## config.mk

```make
export PLATFORM = sky130hd
export DESIGN_NAME = argmax_stream_ctrl
export DESIGN_NICKNAME = d
export VERILOG_FILES = /design/src/rtl/argmax_stream_ctrl.sv
export SDC_FILE = /design/constraint.sdc
export NUM_CORES = 1
export LEC_CHECK = 0
export BUFFER_PORTS_ARGS = -buffer_cell sky130_fd_sc_hd__buf_2
export CAP_MARGIN = 30
export CORE_ASPECT_RATIO = 1.75
export CORE_MARGIN = 3
export CORE_UTILIZATION = 40
export CTS_BUF_LIST = sky130_fd_sc_hd__clkbuf_8
export CTS_CLUSTER_SIZE = 40
export DETAILED_ROUTE_END_ITERATION = 12
export RECOVER_POWER = 50
export SYNTH_ARGS = -nofsm -noshare
export SYNTH_HDL_FRONTEND = slang
export SYNTH_SLANG_ARGS = --single-unit
```

## constraint.sdc

```tcl
create_clock -name i_clk -period 2.7 [get_ports i_clk]
set_input_delay 0.54 -clock i_clk [delete_from_list [all_inputs] [get_ports i_clk]]
set_output_delay 0.54 -clock i_clk [all_outputs]
set_load 0.01 [all_outputs]
```

## src/rtl/argmax_stream_ctrl.sv

```systemverilog
// Streaming argmax over one frame of N unsigned scores: tracks the running max and its index,
// then holds {index, value} on a valid/ready result handshake.
module argmax_stream_ctrl #(
  parameter int unsigned N  = 8,
  parameter int unsigned DW = 32,
  parameter int unsigned IW = (N > 1) ? $clog2(N) : 1
) (
  input  logic          i_clk,
  input  logic          i_rst,
  input  logic          i_start,
  input  logic          i_abort,
  input  logic          i_in_valid,
  output logic          o_in_ready,
  input  logic [DW-1:0] i_in_data,
  input  logic          i_in_last,
  output logic          o_out_valid,
  input  logic          i_out_ready,
  output logic [IW-1:0] o_out_index,
  output logic [DW-1:0] o_out_value,
  output logic          o_busy,
  output logic          o_len_err
);

  typedef enum logic [1:0] {StIdle, StCollect, StResult} state_e;

  state_e        r_state, w_state_d;
  logic [IW-1:0] r_cnt, w_cnt_d;
  logic [DW-1:0] r_max, w_max_d;
  logic [IW-1:0] r_idx, w_idx_d;
  logic [IW-1:0] r_out_idx, w_out_idx_d;
  logic [DW-1:0] r_out_val, w_out_val_d;
  logic          r_len_err, w_len_err_d;
  logic          w_is_last;

  assign w_is_last = (r_cnt == IW'(N - 1));

  always_comb begin
    w_state_d   = r_state;
    w_cnt_d     = r_cnt;
    w_max_d     = r_max;
    w_idx_d     = r_idx;
    w_out_idx_d = r_out_idx;
    w_out_val_d = r_out_val;
    w_len_err_d = 1'b0;
    o_in_ready  = 1'b0;
    o_out_valid = 1'b0;

    case (r_state)
      StIdle: begin
        if (i_start) begin
          w_state_d = StCollect;
          w_cnt_d   = '0;
        end
      end
      StCollect: begin
        o_in_ready = 1'b1;
        if (i_in_valid) begin
          w_cnt_d = r_cnt + IW'(1);
          if (r_cnt == '0) begin
            w_max_d = i_in_data;
            w_idx_d = '0;
          end else if (i_in_data > r_max) begin
            w_max_d = i_in_data;
            w_idx_d = r_cnt;
          end
          // in_last is only cross-checked against the count; N alone ends the frame
          w_len_err_d = (i_in_last != w_is_last);
          if (w_is_last) begin
            w_state_d   = StResult;
            w_cnt_d     = '0;
            w_out_idx_d = w_idx_d;
            w_out_val_d = w_max_d;
          end
        end
      end
      StResult: begin
        o_out_valid = 1'b1;
        if (i_out_ready) begin
          w_state_d = StIdle;
        end
      end
      default: begin
        w_state_d = StIdle;
      end
    endcase

    // Abort discards the frame without publishing a result or a length error.
    if (i_abort) begin
      w_state_d   = StIdle;
      w_cnt_d     = '0;
      w_len_err_d = 1'b0;
      w_out_idx_d = r_out_idx;
      w_out_val_d = r_out_val;
    end
  end

  always_ff @(posedge i_clk) begin
    if (i_rst) begin
      r_state   <= StIdle;
      r_cnt     <= '0;
      r_max     <= '0;
      r_idx     <= '0;
      r_out_idx <= '0;
      r_out_val <= '0;
      r_len_err <= 1'b0;
    end else begin
      r_state   <= w_state_d;
      r_cnt     <= w_cnt_d;
      r_max     <= w_max_d;
      r_idx     <= w_idx_d;
      r_out_idx <= w_out_idx_d;
      r_out_val <= w_out_val_d;
      r_len_err <= w_len_err_d;
    end
  end

  assign o_out_index = r_out_idx;
  assign o_out_value = r_out_val;
  assign o_busy      = (r_state != StIdle);
  assign o_len_err   = r_len_err;

endmodule

```

==> run_results.csv <==
group,metric,value,unit
worst_setup_path,required,2960,ps
route,drt_iter0_drc,136,
synth,yosysUniqueCellTypes,45,
die,ios,78,
placement,placed_area,4690,um^2
worst_setup_path,cp-end-kind,"flip-flop",
global_routing,grt_max_degree,69,
timing,rsz0062_at_grt,"yes",
placement,numPortBuffers,77,
synth,synth.net_count,543,
clocking,postCtsHoldBufs,0,
timing,slew_headroom,58.0,%
synth,syn_avg_cell_area,8.50,um^2
worst_setup_path,crit_path_start_kind,"flip-flop",
power,power_density,430,nW/um^2
timing,fmax,370,MHz
worst_hold_path,holdCritStartpoint,"i_out_ready",
worst_setup_path,startpoint,"r_max[5]",
synth,synth_commonest_cells,"dfxtp_1, nor2_1, nand2_1",
synth,syn_area,3990,um^2
global_routing,grt_pass1_wl,16300,um
synth,syn_inst,469,
timing,final-setup-viol-count,1,
clocking,worstSkewPairLatency,350,ps
timing,timing_hold_violations_final,0,
synth,synthTopCellsByArea,"dfxtp_1, ha_1, mux2i_1",
synth,synth_top_cell_by_area,"dfxtp_1",
flow_run,maxCapViolCount,0,
route,via_per_inst,5.37,
die,die_x,81.5,um
clocking,cts_sinks,76,
route,vias,3727,
worst_setup_path,arrival,2970,ps
synth,synth_seq_cells,76,
clocking,htreeDepth,3,
synth,synth_edf_count,0,
global_routing,grtUsageTotal,18.2,%
run_status,status,"finished with violations",
cells_and_area,fin_cells,694,
synth,yosysSeqAreaShare,38.2,%
cells_and_area,diodes,0,
power,p_leak,2.14,nW
timing,worst_pin_slew,631,ps
die,rows,47,
worst_setup_path,critPathKind,"reg -> reg",
clocking,clockBufferDepth,2,
global_routing,grt_pass1_vias,3503,
die,dieArea,11200,um^2
placement,place_congestion,0.803,
worst_setup_path,worstReg2RegStart,"r_max[5]",
worst_setup_path,cp_max_fo,8,
cells_and_area,final_core_util,54.4,%
synth,async_flop_share,0,%
synth,ys_warn_count,0,
worst_hold_path,hp-class,"in -> reg",
die,start_util,41.6,%
global_routing,antenna_found_initial,0,
clocking,cts_tree,"done",
route,drt_drc_violations_left,0,
route,drt.antenna.violating_nets,0,
cells_and_area,syn_to_final_growth,30.9,%
cells_and_area,fin_nets,641,
route,first_pass_iters,6,
timing,period_minus_slack,2700,ps
timing,finalCritPeriodShare,100,%
synth,netlist.area_leader.share,38.2,%
timing,slew_viol_final,0,
power,max-vdd-ir-drop,0.215,mV
clocking,path_clk_slew,80,ps
die,core_area,9590,um^2
timing,fin_skew,6.01,ps
global_routing,grt_overflow,0,
placement,post-place-cells,669,
timing,holdWs,449,ps
cells_and_area,design_area,5220,um^2
clocking,cts_buffers,9,
placement,dp.final_hpwl,7060,um
route,wl,10400,um
clocking,root_buffer,"clkbuf_8",
timing,setup_slack,-4.57,ps
die,dieHeight,138,um
route,wire_per_inst,14.9,um
cells_and_area,drive_above_1_share,28.1,%
cells_and_area,n_fill_cell,914,
run_status,failed_checks,"setup timing",
synth,synth.most_common_cell,"dfxtp_1",
synth,synthFlopType,"dfxtp_1",
## routing by layer
layer / vias to the layer above / GRT usage (%) / part of all wire [%]
li1: 1861 / - / -
met1: 1761 / 21.8 / 41
met2: 86 / 30.1 / 52
met3: 19 / 3.39 / 4.8
met4: 0 / 9.35 / 2.5
met5: - / 0 / 0
## report_power, final
group          internal [W]  switching [W]  total [W]
clock              0.000399       0.000407   0.000805
combinational      0.000135       0.000159   0.000294
sequential          0.00113      0.0000101    0.00114
total               0.00167       0.000576    0.00224
## cell type report
| class | count | area (um^2) | share of cell area (%) |
|---|---|---|---|
| multi-input combinational | 326 | 2420 | 46.3 |
| sequential | 76 | 1530 | 29.4 |
| timing repair buffer | 118 | 796 | 15.3 |
| clock buffer | 12 | 165 | 3.17 |
| tap | 122 | 153 | 2.93 |
| inverter | 36 | 135 | 2.59 |
| clock inverter | 4 | 16.3 | 0.312 |
## sequential cells by signal, indices dropped and copies added, names as in the netlist
| signal | flops |
|---|---|
| o_len_err | 1 |
| o_out_index | 3 |
| r_cnt | 3 |
| r_state | 2 |
| r_max | 32 |
| o_out_value | 32 |
| r_idx | 3 |
## worst max-delay path, cell delays in order (launching register included)
cell and delay (ps):
dfxtp_1 370, inv_1 60, ha_1 290, a21oi_1 140
o21ai_0 120, a221o_1 320, o311a_4 340, buf_4 150
nor3_4 220, buf_12 150, clkbuf_16 150, nand2_1 70
a311oi_2 240
## cells by family after synthesis
logic type | after synthesis | share of synthesized area [%]
and+or+nand+nor | 152 | 16.8
AOI/OAI and AO/OA | 103 | 18.1
DFF | 76 | 38.2
buffers and inverters | 67 | 6.94
muxes | 35 | 8.79
adders and majority gates | 35 | 11.0
xor gates and xnor gates | 1 | 0.220
## path summary, 6_finish.rpt
| path | to | slack (ps) | depth (start not counted) |
|---|---|---|---|
| max | o_out_value[30] | -5 | 12 |
| min | r_state[1] | 450 | 3 |
| max reg2reg | o_out_value[30] | -5 | 12 |
| min reg2reg | o_out_index[0] | 460 | 2 |
## cells in the final DEF (no fill, tap or decap), drive strengths merged, types with 2 or more instances in the layout
master / count
nor4: 3
ha: 35
nor2: 70
a311oi: 32
mux2i: 35
a221o: 2
dfxtp: 76
inv: 39
buf: 95
nand3: 6
o21ai: 39
a22oi: 2
nor2b: 5
and2: 2
a32o: 2
a21oi: 15
or2: 4
nand4: 8
o311a: 2
nand2: 44
clkbuf: 35
nor3: 5
## timing repair
action,4_1_cts,5_1_grt
endpoints found under the setup margin,69,69
resized for setup,7,53
endpoints found under the hold margin,0,0
gates cloned,2,1
setup buffers,2,5
pin swaps,3,13
## metrics by stage
step | power (W) | setup WS (ps) | setup TNS (ps)
5_1_grt | 0.00235 | -139 | -6540
3_3_place_gp | 0.00143 | -376 | -22780
2_1_floorplan | 0.00132 | 11.2 | 0
6_report | 0.00224 | -4.57 | -4.57
4_1_cts | 0.00224 | -13.9 | -13.9
3_5_place_dp | 0.00143 | -352 | -21510
No activity file was read; power rests on OpenSTA's default activity.
